**src/rtl/sev_seg_pkg.sv**
```systemverilog
// rtl/sev_seg_pkg.sv - shared types and glyph table for the seven-segment scan controller
//
// Purpose: segment vector type, active-high hex glyph table and the blank
//          segment constant used by the decoder and the scan controller.
// Ports:   none (package).

package sev_seg_pkg;

  // Segment vector, bit0 = a ... bit6 = g, active-high.
  typedef logic [6:0] seg_t;

  // All segments off (active-high sense).
  localparam seg_t SEG_OFF = 7'h00;

  // Standard hex glyphs; b and d are lowercase so they differ from 8 and 0.
  localparam seg_t HEX_GLYPH [16] = '{
    7'h3F, 7'h06, 7'h5B, 7'h4F,   // 0 1 2 3
    7'h66, 7'h6D, 7'h7D, 7'h07,   // 4 5 6 7
    7'h7F, 7'h6F, 7'h77, 7'h7C,   // 8 9 A b
    7'h39, 7'h5E, 7'h79, 7'h71    // C d E F
  };

  function automatic seg_t hex_to_seg(input logic [3:0] nibble);
    return HEX_GLYPH[nibble];
  endfunction

endpackage

```
**src/rtl/sev_seg_decoder.sv**
```systemverilog
// rtl/sev_seg_decoder.sv - registered hex nibble plus decimal point to segment decoder
//
// Purpose: converts the currently scanned nibble and its decimal point into
//          registered segment/DP pin levels; a dark slot drives both inactive.
// Ports:
//   clk       in   core clock
//   reset     in   asynchronous, active-high reset (outputs go inactive)
//   nibble_i  in   4-bit hex value of the scanned digit
//   dp_i      in   decimal point request of the scanned digit
//   lit_i     in   1 = digit lit this slot, 0 = drive everything inactive
//   seg_o     out  segment pins, bit0 = a ... bit6 = g
//   dp_o      out  decimal point pin

import sev_seg_pkg::*;

module sev_seg_decoder #(
  parameter bit ACTIVE_LOW = 1'b1
) (
  input  logic       clk,
  input  logic       reset,
  input  logic [3:0] nibble_i,
  input  logic       dp_i,
  input  logic       lit_i,
  output seg_t       seg_o,
  output logic       dp_o
);

  localparam seg_t SEG_IDLE = ACTIVE_LOW ? ~SEG_OFF : SEG_OFF;
  localparam logic DP_IDLE  = ACTIVE_LOW;

  seg_t seg_d, seg_q;
  logic dp_d, dp_q;

  always_comb begin
    seg_d = SEG_OFF;
    dp_d  = 1'b0;
    if (lit_i) begin
      seg_d = hex_to_seg(nibble_i);
      dp_d  = dp_i;
    end
    // Pin polarity is applied last so the blank case inverts along with the glyphs.
    if (ACTIVE_LOW) begin
      seg_d = ~seg_d;
      dp_d  = ~dp_d;
    end
  end

  always_ff @(posedge clk or posedge reset) begin
    if (reset) begin
      seg_q <= SEG_IDLE;
      dp_q  <= DP_IDLE;
    end else begin
      seg_q <= seg_d;
      dp_q  <= dp_d;
    end
  end

  assign seg_o = seg_q;
  assign dp_o  = dp_q;

endmodule

```
**src/rtl/sev_seg_scan_ctrl.sv**
```systemverilog
// rtl/sev_seg_scan_ctrl.sv - multiplexed seven-segment scan controller with frame-synchronous loading
//
// Purpose: scans NUM_DIGITS common-anode digits from a staged/shadowed hex
//          word with per-digit DP and enable, leading-zero blanking, PWM
//          brightness and a one-cycle ghosting guard at the start of each slot.
// Ports:
//   clk           in   core clock
//   reset         in   asynchronous, active-high reset
//   digits_i      in   packed hex nibbles, nibble k drives digit k (digit 0 rightmost)
//   dp_i          in   per-digit decimal point request
//   en_mask_i     in   per-digit enable, 0 forces the digit dark
//   brightness_i  in   duty level, 0 = off, all-ones = always on
//   lz_blank_i    in   enable leading-zero blanking
//   load_i        in   single-cycle strobe capturing the inputs above into staging
//   seg_o         out  segment pins, bit0 = a ... bit6 = g
//   dp_o          out  decimal point pin
//   an_o          out  anode selects, one-hot (in pin polarity) when lit
//   frame_done_o  out  one-cycle pulse after every frame boundary

import sev_seg_pkg::*;

module sev_seg_scan_ctrl #(
  parameter int NUM_DIGITS = 8,
  parameter int DIV_CNT    = 50000,
  parameter int BRIGHT_W   = 4,
  parameter bit ACTIVE_LOW = 1'b1
) (
  input  logic                    clk,
  input  logic                    reset,
  input  logic [4*NUM_DIGITS-1:0] digits_i,
  input  logic [NUM_DIGITS-1:0]   dp_i,
  input  logic [NUM_DIGITS-1:0]   en_mask_i,
  input  logic [BRIGHT_W-1:0]     brightness_i,
  input  logic                    lz_blank_i,
  input  logic                    load_i,
  output logic [6:0]              seg_o,
  output logic                    dp_o,
  output logic [NUM_DIGITS-1:0]   an_o,
  output logic                    frame_done_o
);

  localparam int SLOT_W = $clog2(DIV_CNT);
  localparam int DIG_W  = $clog2(NUM_DIGITS);
  localparam logic [SLOT_W-1:0]     SLOT_LAST = SLOT_W'(DIV_CNT - 1);
  localparam logic [DIG_W-1:0]      DIG_LAST  = DIG_W'(NUM_DIGITS - 1);
  localparam logic [NUM_DIGITS-1:0] AN_IDLE   = ACTIVE_LOW ? '1 : '0;

  // Staging (written by load_i) and shadow (what is on the glass).
  logic [4*NUM_DIGITS-1:0] stg_digits_d, stg_digits_q, shd_digits_d, shd_digits_q;
  logic [NUM_DIGITS-1:0]   stg_dp_d, stg_dp_q, shd_dp_d, shd_dp_q;
  logic [NUM_DIGITS-1:0]   stg_en_d, stg_en_q, shd_en_d, shd_en_q;
  logic [BRIGHT_W-1:0]     stg_bright_d, stg_bright_q, shd_bright_d, shd_bright_q;
  logic                    stg_lz_d, stg_lz_q, shd_lz_d, shd_lz_q;
  logic                    pending_d, pending_q;

  logic [SLOT_W-1:0]       slot_d, slot_q;
  logic [DIG_W-1:0]        dig_d, dig_q;
  logic [BRIGHT_W-1:0]     pwm_d, pwm_q;

  logic [NUM_DIGITS-1:0]   an_d, an_q;
  logic                    frame_done_d, frame_done_q;

  logic                    slot_last, dig_last, boundary;
  logic [NUM_DIGITS-1:0]   lz_mask;
  logic                    zero_run;
  logic [3:0]              cur_nibble;
  logic                    cur_dp, cur_en, cur_blank;
  logic                    pwm_on, lit;

  assign slot_last = (slot_q == SLOT_LAST);
  assign dig_last  = (dig_q == DIG_LAST);
  assign boundary  = slot_last & dig_last;

  // Staging, pending flag and frame-synchronous commit into the shadow.
  // A load on the boundary edge lands in staging only; the commit on that
  // same edge still copies the previous staging contents.
  always_comb begin
    stg_digits_d = stg_digits_q;
    stg_dp_d     = stg_dp_q;
    stg_en_d     = stg_en_q;
    stg_bright_d = stg_bright_q;
    stg_lz_d     = stg_lz_q;
    shd_digits_d = shd_digits_q;
    shd_dp_d     = shd_dp_q;
    shd_en_d     = shd_en_q;
    shd_bright_d = shd_bright_q;
    shd_lz_d     = shd_lz_q;
    pending_d    = pending_q;

    if (boundary && pending_q) begin
      shd_digits_d = stg_digits_q;
      shd_dp_d     = stg_dp_q;
      shd_en_d     = stg_en_q;
      shd_bright_d = stg_bright_q;
      shd_lz_d     = stg_lz_q;
      pending_d    = 1'b0;
    end
    if (load_i) begin
      stg_digits_d = digits_i;
      stg_dp_d     = dp_i;
      stg_en_d     = en_mask_i;
      stg_bright_d = brightness_i;
      stg_lz_d     = lz_blank_i;
      pending_d    = 1'b1;
    end
  end

  // Scan counters. The PWM phase advances once per frame so every slot of a
  // frame shares one duty decision and a digit never changes state mid-slot.
  always_comb begin
    slot_d = slot_last ? '0 : slot_q + 1'b1;
    dig_d  = dig_q;
    if (slot_last) begin
      dig_d = dig_last ? '0 : dig_q + 1'b1;
    end
    pwm_d = boundary ? pwm_q + 1'b1 : pwm_q;
  end

  // Leading-zero mask: walk down from the top digit while nibbles stay zero.
  always_comb begin
    lz_mask  = '0;
    zero_run = 1'b1;
    for (int k = NUM_DIGITS - 1; k >= 1; k--) begin
      zero_run   = zero_run & (shd_digits_q[4*k +: 4] == 4'h0);
      lz_mask[k] = shd_lz_q & zero_run;
    end
  end

  // Select the shadow fields of the digit currently being scanned.
  always_comb begin
    cur_nibble = 4'h0;
    cur_dp     = 1'b0;
    cur_en     = 1'b0;
    cur_blank  = 1'b0;
    for (int k = 0; k < NUM_DIGITS; k++) begin
      if (dig_q == DIG_W'(k)) begin
        cur_nibble = shd_digits_q[4*k +: 4];
        cur_dp     = shd_dp_q[k];
        cur_en     = shd_en_q[k];
        cur_blank  = lz_mask[k];
      end
    end
  end

  assign pwm_on = (&shd_bright_q) | (pwm_q < shd_bright_q);
  // slot 0 of every digit is kept dark so the previous digit's anode and the
  // next digit's segments never overlap on the pins.
  assign lit    = cur_en & ~cur_blank & pwm_on & (slot_q != '0);

  always_comb begin
    an_d = '0;
    if (lit) begin
      an_d = NUM_DIGITS'(1) << dig_q;
    end
    if (ACTIVE_LOW) begin
      an_d = ~an_d;
    end
    frame_done_d = boundary;
  end

  always_ff @(posedge clk or posedge reset) begin
    if (reset) begin
      stg_digits_q <= '0;
      stg_dp_q     <= '0;
      stg_en_q     <= '0;
      stg_bright_q <= '1;
      stg_lz_q     <= 1'b0;
      shd_digits_q <= '0;
      shd_dp_q     <= '0;
      shd_en_q     <= '0;
      shd_bright_q <= '1;
      shd_lz_q     <= 1'b0;
      pending_q    <= 1'b0;
      slot_q       <= '0;
      dig_q        <= '0;
      pwm_q        <= '0;
      an_q         <= AN_IDLE;
      frame_done_q <= 1'b0;
    end else begin
      stg_digits_q <= stg_digits_d;
      stg_dp_q     <= stg_dp_d;
      stg_en_q     <= stg_en_d;
      stg_bright_q <= stg_bright_d;
      stg_lz_q     <= stg_lz_d;
      shd_digits_q <= shd_digits_d;
      shd_dp_q     <= shd_dp_d;
      shd_en_q     <= shd_en_d;
      shd_bright_q <= shd_bright_d;
      shd_lz_q     <= shd_lz_d;
      pending_q    <= pending_d;
      slot_q       <= slot_d;
      dig_q        <= dig_d;
      pwm_q        <= pwm_d;
      an_q         <= an_d;
      frame_done_q <= frame_done_d;
    end
  end

  sev_seg_decoder #(
    .ACTIVE_LOW (ACTIVE_LOW)
  ) u_decoder (
    .clk      (clk),
    .reset    (reset),
    .nibble_i (cur_nibble),
    .dp_i     (cur_dp),
    .lit_i    (lit),
    .seg_o    (seg_o),
    .dp_o     (dp_o)
  );

  assign an_o         = an_q;
  assign frame_done_o = frame_done_q;

endmodule

```
**config.mk**
```make
export PLATFORM = sky130hd
export DESIGN_NAME = sev_seg_scan_ctrl
export DESIGN_NICKNAME = d
export VERILOG_FILES = /design/src/rtl/sev_seg_pkg.sv /design/src/rtl/sev_seg_decoder.sv /design/src/rtl/sev_seg_scan_ctrl.sv
export SDC_FILE = /design/constraint.sdc
export NUM_CORES = 1
export LEC_CHECK = 0
export ABC_AREA = 1
export CAP_MARGIN = 30
export CORE_ASPECT_RATIO = 0.9
export CORE_MARGIN = 4
export CORE_UTILIZATION = 55
export DETAILED_ROUTE_END_ITERATION = 8
export HOLD_SLACK_MARGIN = 0.08
export PLACE_DENSITY_LB_ADDON = 0.12
export SLEW_MARGIN = 20
export SYNTH_ARGS = -nofsm -noshare
export SYNTH_HDL_FRONTEND = slang
export SYNTH_SLANG_ARGS = --single-unit
export TNS_END_PERCENT = 100
```
**constraint.sdc**
```tcl
create_clock -name clk -period 7.1 [get_ports clk]
set_clock_uncertainty 0.15 [all_clocks]
set_input_delay 2.13 -clock clk [delete_from_list [all_inputs] [get_ports clk]]
set_output_delay 2.13 -clock clk [all_outputs]
set_load 0.03 [all_outputs]
```
==> metrics.csv, run 1 <==
stage,metric,value,unit
run_status,status,"finished, final reports clean",
global_routing,total gr overflow,0,
sta,clock period minus worst slack,3.87,ns
setup_path,CP Buf/Inv Count,1,
min_path,hold path endpoint,stg_bright_q[1]$_DFFE_PP1P_,
sta,Final setup viols,0,
route,Initial DRC Count,370,
logic_synthesis,most frequent cells after synthesis,"274 x nand2_1, 123 x dfrtp_1, 99 x inv_1",
finish,Final nets,954,
floorplan,I/O pin count,73,
setup_path,Crit Path Max Fanout,1,
pwr,power per cell area,231,nW/um2
finish,layout cells sized above 1,12.1,%
clock_tree,post-cts hold buffer count,0,
setup_path,worst-path cell with the longest stage delay,clkdlybuf4s50_1,
sta,Worst Hold Margin,0.319,ns
clock_tree,CTS max path bufs,2,
route,drt pass-1 iters,5,
sta,Slew @ Worst Pin,0.732,ns
sta,setup TNS,0,ns
setup_path,Worst R2R Path Depth,9,
clock_tree,"CTS clk-pin slew, worst paths",0.06,ns
logic_synthesis,"FFs w/ async S/R, synth",100,%
global_routing,antenna violations before repair,0,
global_routing,largest net degree at the start of global routing,107,
logic_synthesis,"Seq/Total Area, Yosys",53.9,%
global_routing,first-pass GRT wire length,24000,um
clock_tree,H-tree Lvls,4,
route,DR vias,5304,
logic_synthesis,synth top area cells,"dfrtp_1 45%, nand2_1 15%, dfstp_2 9.2%",
logic_synthesis,Synth Flop Type,dfrtp_1,
place,placed wire-length estimate,9750,um
clock_tree,TritonCTS clock tree,done,
logic_synthesis,Post-Synthesis Cells,811,
pwr,LEAKAGE,4.08,nW
logic_synthesis,syn avg cell area,8.49,um2
clock_tree,TritonCTS Sinks,147,
place,I/O Buffers,72,
floorplan,Core Area,12200,um2
floorplan,Die H,114,um
floorplan,Die W,126,um
global_routing,All-Layer GR Usage,20.4,%
finish,diodes inserted,0,
place,GP Congestion,0.881,
route,Detail Route Antenna Nets,0,
logic_synthesis,post-synth top area share,44.7,%
pwr,Worst VDD drop,0.236,mV
floorplan,Initial Util,56.6,%
route,drc violations,0,
sta,maximum clock frequency,0.258,GHz
setup_path,"reg-to-reg slack, setup",3.88,ns
setup_path,Critical Path End Type,output pin,
setup_path,Reg2Reg Capture Point,shd_digits_q[23]$_DFFE_PP0P_,
setup_path,largest delay contributor family on the critical path,buffers and inverters,
logic_synthesis,warning count from the yosys run,0,
logic_synthesis,Yosys top cell by area,dfrtp_1,
setup_path,CP Data Required Time,4.82,ns
setup_path,kind of critical path,reg2out,
finish,area delta synth->final,21.0,%
clock_tree,Root Driver,clkbuf_16,
route,Routed WL,13800,um
logic_synthesis,"count leader, synth",nand2_1,
setup_path,CP peak stage delay,0.66,ns
setup_path,crit path DAT,1.59,ns
min_path,Min-Delay Path Depth,2,
clock_tree,worst-skew pair later-pin latency,0.42,ns
sta,RSZ-0062 raised after global routing,no,
min_path,Worst Hold Launch,stg_bright_q[1]$_DFFE_PP1P_,
job,Max-Cap Viols,0,
setup_path,startpoint types,register,
floorplan,Rows,38,
global_routing,vias in the first global route,5341,
logic_synthesis,"Cell Area, Synth",6890,um2
clock_tree,Post-CTS Setup Repair Bufs,0,
route,Vias/cell,5.04,
clock_tree,CTS resizes,0,
min_path,worst hold path type,reg2reg,
logic_synthesis,syn_nets,885,
setup_path,RR Startpoint,dig_q[2]$_DFFE_PP0N_,
sta,ratio of final minimum period to clock period,54.6,%
floorplan,die area,14400,um2
sta,Slew HR,51.2,%
clock_tree,CTS Buf Count,17,
finish,fin util,68.4,%
setup_path,worst-path cell chain,clkdlybuf4s50_1,
route,WL/cell,13.1,um
sta,hold violation total from the final report,0,
sta,max-slew violations,0,
logic_synthesis,synthesis-stage register bit count,147,
logic_synthesis,Synth cell types,37,
logic_synthesis,Post-synth EDFFs,0,
==> registers in the layout, indices dropped and copies added (netlist names), 7 cells and up <==
name,count
an_o,8
shd_digits_q,32
shd_dp_q,8
shd_en_q,8
slot_q,16
stg_digits_q,32
stg_dp_q,8
stg_en_q,8
u_decoder.seg_o,7
==> per-stage QoR <==
step / setup slack [ns] / cell area (um2) / std cells / total power, W
3_5_place_dp: 3.05 / 7670 / 1020 / 0.000982
6_report: 3.23 / 8330 / 1053 / 0.00193
3_3_place_gp: 3.09 / 7670 / 1020 / 0.000979
5_1_grt: 3.18 / 8330 / 1053 / 0.00200
2_1_floorplan: 0.908 / 6890 / 811 / 0.000936
4_1_cts: 3.20 / 8300 / 1052 / 0.00194
==> placed cells by master, fill, tap and decap left out, types with 2 or more instances in the layout <==
master	instances
bufinv_16	5
buf_4	3
dfrtp_1	123
xnor2_1	2
nor2_1	41
o211ai_1	2
a21oi_1	8
nand2_2	13
clkbuf_1	2
o21ai_0	62
dfstp_2	24
clkinv_2	6
inv_1	98
nor3b_1	2
clkbuf_16	17
nor4_1	5
o21ai_1	9
inv_2	5
nand4_1	2
clkdlybuf4s50_1	71
clkinv_1	4
nor2_4	3
xor2_1	5
nand3_1	40
nand2_1	274
o21bai_1	2
nor3_1	9
ha_1	18
o21ai_2	23
==> where the power goes <==
| part | internal (W) | switching, W |
|---|---|---|
| Clock | 0.000628 | 0.000330 |
| Combinational | 0.0000405 | 0.0000500 |
| Sequential | 0.000867 | 0.0000104 |
==> worst max-delay path by stage <==
stage	startpoint	cells past startpoint	end	slack [ns]
6_report	an_o[0]$_DFF_PP1_	1	an_o[0]	3.23
5_1_grt	an_o[4]$_DFF_PP1_	1	an_o[4]	3.18
4_1_cts	an_o[0]$_DFF_PP1_	1	an_o[0]	3.20
3_5_place_dp	reset	3	stg_bright_q[2]$_DFFE_PP1P_	3.05
3_3_place_gp	reset	3	stg_bright_q[2]$_DFFE_PP1P_	3.09
2_1_floorplan	reset	1	dig_q[0]$_DFFE_PP0N_	0.91
==> layer usage <==
metal	track usage, %	share of wire (%)	vias up
met5	0	0	-
met4	8.72	2.4	0
met3	5.13	4.1	28
met2	33.4	47	111
met1	26.1	46	2492
li1	-	-	2673
==> cell type report <==
type	instances	area [um2]
Inverter	108	410
Multi-Input combinational cell	530	2610
Sequential cell	147	3710
Fill cell	1021	3840
Timing Repair Buffer	76	766
Clock buffer	20	447
Tap cell	160	200
Clock inverter	12	188
==> cell families (layout without fill, tap and decap cells) <==
logic type                 Yosys count  after routing  share of synthesized area, %
buffers and inverters              134            216                          8.25
AOI/OAI and AO/OA                  110            110                          9.63
xor gates and xnor gates             7              7                         0.890
DFF                                147            147                          53.9
and+or+nand+nor                    395            395                          24.1
adders and majority gates           18             18                          3.27
Power figures use the tool's default switching activity.
==> run 2: changes to the inputs <==
- clock period: 7.1 -> 3.65 ns (I/O delays scaled with it)
==> run 2 against run 1 <==
  * Sequential power is 95% higher
  * Setup slack worse by 2.5 ns
  * Wire length is 4.2% higher
  * Critical path depth is 15 higher
  * Sequential share of layout area is 0.29 points higher
  * Power is 87% higher
  * First-iteration DRC count is 9.5% lower
  * Worst hold slack worse by 0.0043 ns
  * Critical endpoint is now u_decoder.seg_o[1]$_DFF_PP1_
  * Final cell count stayed put
==> metrics.csv, run 2 (synthesis results as in run 1) <==
stage,metric,value,unit
run_status,status,"finished, final reports clean",
sta,clock period minus worst slack,2.89,ns
finish,area delta synth->final,20.2,%
pwr,Pint,0.00281,W
route,drc violations,0,
clock_tree,Root Driver,clkbuf_16,
finish,top flop regs,"shd_digits_q x32, stg_digits_q x32, slot_q x16",
pwr,Seq pwr share,47.3,%
setup_path,Critical Path End Type,register,
sta,Worst Hold Margin,0.315,ns
floorplan,die area,14400,um2
floorplan,Initial Util,56.6,%
floorplan,Rows,38,
finish,Final nets,954,
floorplan,Die H,114,um
clock_tree,TritonCTS clock tree,done,
pwr,overall power,0.00361,W
global_routing,total gr overflow,0,
setup_path,Crit Path Max Fanout,10,
finish,layout cells sized above 1,12.0,%
place,GP Congestion,0.929,
pwr,clock power share,47.9,%
floorplan,Die W,126,um
setup_path,crit path DAT,3.07,ns
setup_path,Reg2Reg Capture Point,u_decoder.seg_o[1]$_DFF_PP1_,
route,Detail Route Antenna Nets,0,
finish,"commonest non-fill, non-tap cells in the layout","274 x nand2_1, 123 x dfrtp_1, 98 x inv_1, 71 x clkdlybuf4s50_1, 62 x o21ai_0",
clock_tree,post-cts hold buffer count,0,
setup_path,Crit. Startpoint,dig_q[2]$_DFFE_PP0N_,
setup_path,startpoint types,register,
sta,ratio of final minimum period to clock period,79.1,%
sta,max-slew violations,0,
route,drt pass-1 iters,6,
setup_path,kind of critical path,reg2reg,
setup_path,worst setup path endpoint,u_decoder.seg_o[1]$_DFF_PP1_,
global_routing,first-pass GRT wire length,24900,um
route,Initial DRC Count,335,
sta,Slew HR,44.7,%
place,placed wire-length estimate,10300,um
clock_tree,Post-CTS Setup Repair Bufs,0,
global_routing,All-Layer GR Usage,21.9,%
sta,Slew @ Worst Pin,0.830,ns
pwr,power per cell area,436,nW/um2
place,I/O Buffers,72,
clock_tree,"CTS clk-pin slew, worst paths",0.06,ns
sta,Final setup viols,0,
clock_tree,CTS max path bufs,2,
floorplan,Core Area,12200,um2
route,Routed WL,14400,um
pwr,Worst VDD drop,0.375,mV
clock_tree,CTS Buf Count,17,
pwr,Logic pwr share,4.9,%
route,DR vias,5335,
clock_tree,TritonCTS Sinks,147,
global_routing,vias in the first global route,5376,
sta,maximum clock frequency,0.346,GHz
sta,hold violation total from the final report,0,
setup_path,Worst R2R Path Depth,16,
min_path,Min-Delay Path Depth,2,
global_routing,largest net degree at the start of global routing,148,
setup_path,CP Data Required Time,3.83,ns
pwr,P_sw,0.000798,W
finish,"commonest non-fill, non-tap cell in the layout",nand2_1,
clock_tree,H-tree Lvls,4,
floorplan,I/O pin count,73,
min_path,worst hold path type,reg2reg,
clock_tree,CTS resizes,0,
clock_tree,worst-skew pair later-pin latency,0.43,ns
setup_path,RR Startpoint,dig_q[2]$_DFFE_PP0N_,
route,Vias/cell,5.07,
pwr,LEAKAGE,4.03,nW
finish,diodes inserted,0,
setup_path,"reg-to-reg slack, setup",0.76,ns
sta,setup TNS,0,ns
global_routing,antenna violations before repair,0,
sta,RSZ-0062 raised after global routing,no,
job,Max-Cap Viols,0,
pwr,Switching Fraction,22.1,%
route,WL/cell,13.7,um
## run 2: cell types whose count changed in the layout (fill, tap and decap cells not counted)
cell,previous run,this run
buf_16,1,0
buf_12,0,1
clkinvlp_4,1,5
clkbuf_1,2,3
clkinv_2,6,0
clkbuf_8,1,2
clkinv_4,0,3
bufinv_16,5,2
## run 2: worst min path at each step
| stage | start | end | slack [ns] |
|---|---|---|---|
| after floorplan | stg_bright_q[3]$_DFFE_PP1P_ | stg_bright_q[3]$_DFFE_PP1P_ | 0.29 |
| after global placement | stg_bright_q[1]$_DFFE_PP1P_ | stg_bright_q[1]$_DFFE_PP1P_ | 0.31 |
| after detailed placement | stg_bright_q[3]$_DFFE_PP1P_ | stg_bright_q[3]$_DFFE_PP1P_ | 0.31 |
| after CTS | stg_bright_q[3]$_DFFE_PP1P_ | stg_bright_q[3]$_DFFE_PP1P_ | 0.32 |
| after global routing | pwm_q[3]$_DFFE_PP0P_ | pwm_q[3]$_DFFE_PP0P_ | 0.34 |
| final | stg_bright_q[3]$_DFFE_PP1P_ | stg_bright_q[3]$_DFFE_PP1P_ | 0.31 |
## run 2: layout make-up
type                            count  area (um2)
Fill cell                        1024        3900
Sequential cell                   147        3710
Multi-Input combinational cell    530        2610
Timing Repair Buffer               76         758
Clock buffer                       22         464
Inverter                          108         409
Tap cell                          160         200
Clock inverter                     10         125
## run 2: power by group through the flow
| stage | clock (W) | combinational (W) | sequential (W) |
|---|---|---|---|
| global route | 0.00182 | 0.000205 | 0.00171 |
| global placement | 0 | 0.000173 | 0.00173 |
| floorplan | 0 | 0.0000925 | 0.00173 |
| CTS | 0.00175 | 0.000180 | 0.00171 |
| detailed placement | 0 | 0.000179 | 0.00173 |
| finish | 0.00173 | 0.000175 | 0.00171 |
## run 2: metal layers
metal	GRT usage, %	vias to the layer above	share of wire [%]
met1	27.5	2511	44
met4	7.01	0	2.1
li1	-	2673	-
met5	0	-	0
met3	7.84	28	5.2
met2	35.8	123	48
## run 2: critical path: stages (launching register included)
cell and delay (ns):
dfrtp_1 0.49, inv_2 0.13, ha_1 0.26, clkinv_1 0.27, or2_2 0.34, nand3_1 0.09, nand2_1 0.06, nand2_1 0.06
nand2_1 0.05, nand2_1 0.17, inv_1 0.11, ha_1 0.29, inv_1 0.03, nand2_1 0.08, nand2_1 0.07, nand2_1 0.09
nand2_1 0.05
## run 2: per-stage QoR
| stage | utilization, % | cell area (um2) | setup slack, ns | std cells |
|---|---|---|---|---|
| after floorplan | - | 6890 | 0.578 | 811 |
| after global placement | 63.1 | 7680 | 0.957 | 1021 |
| after CTS | 68.0 | 8270 | 0.744 | 1053 |
| after global routing | 68.0 | 8270 | 0.523 | 1053 |
| after detailed placement | 63.1 | 7680 | 0.803 | 1021 |
| final | 68.0 | 8270 | 0.762 | 1053 |
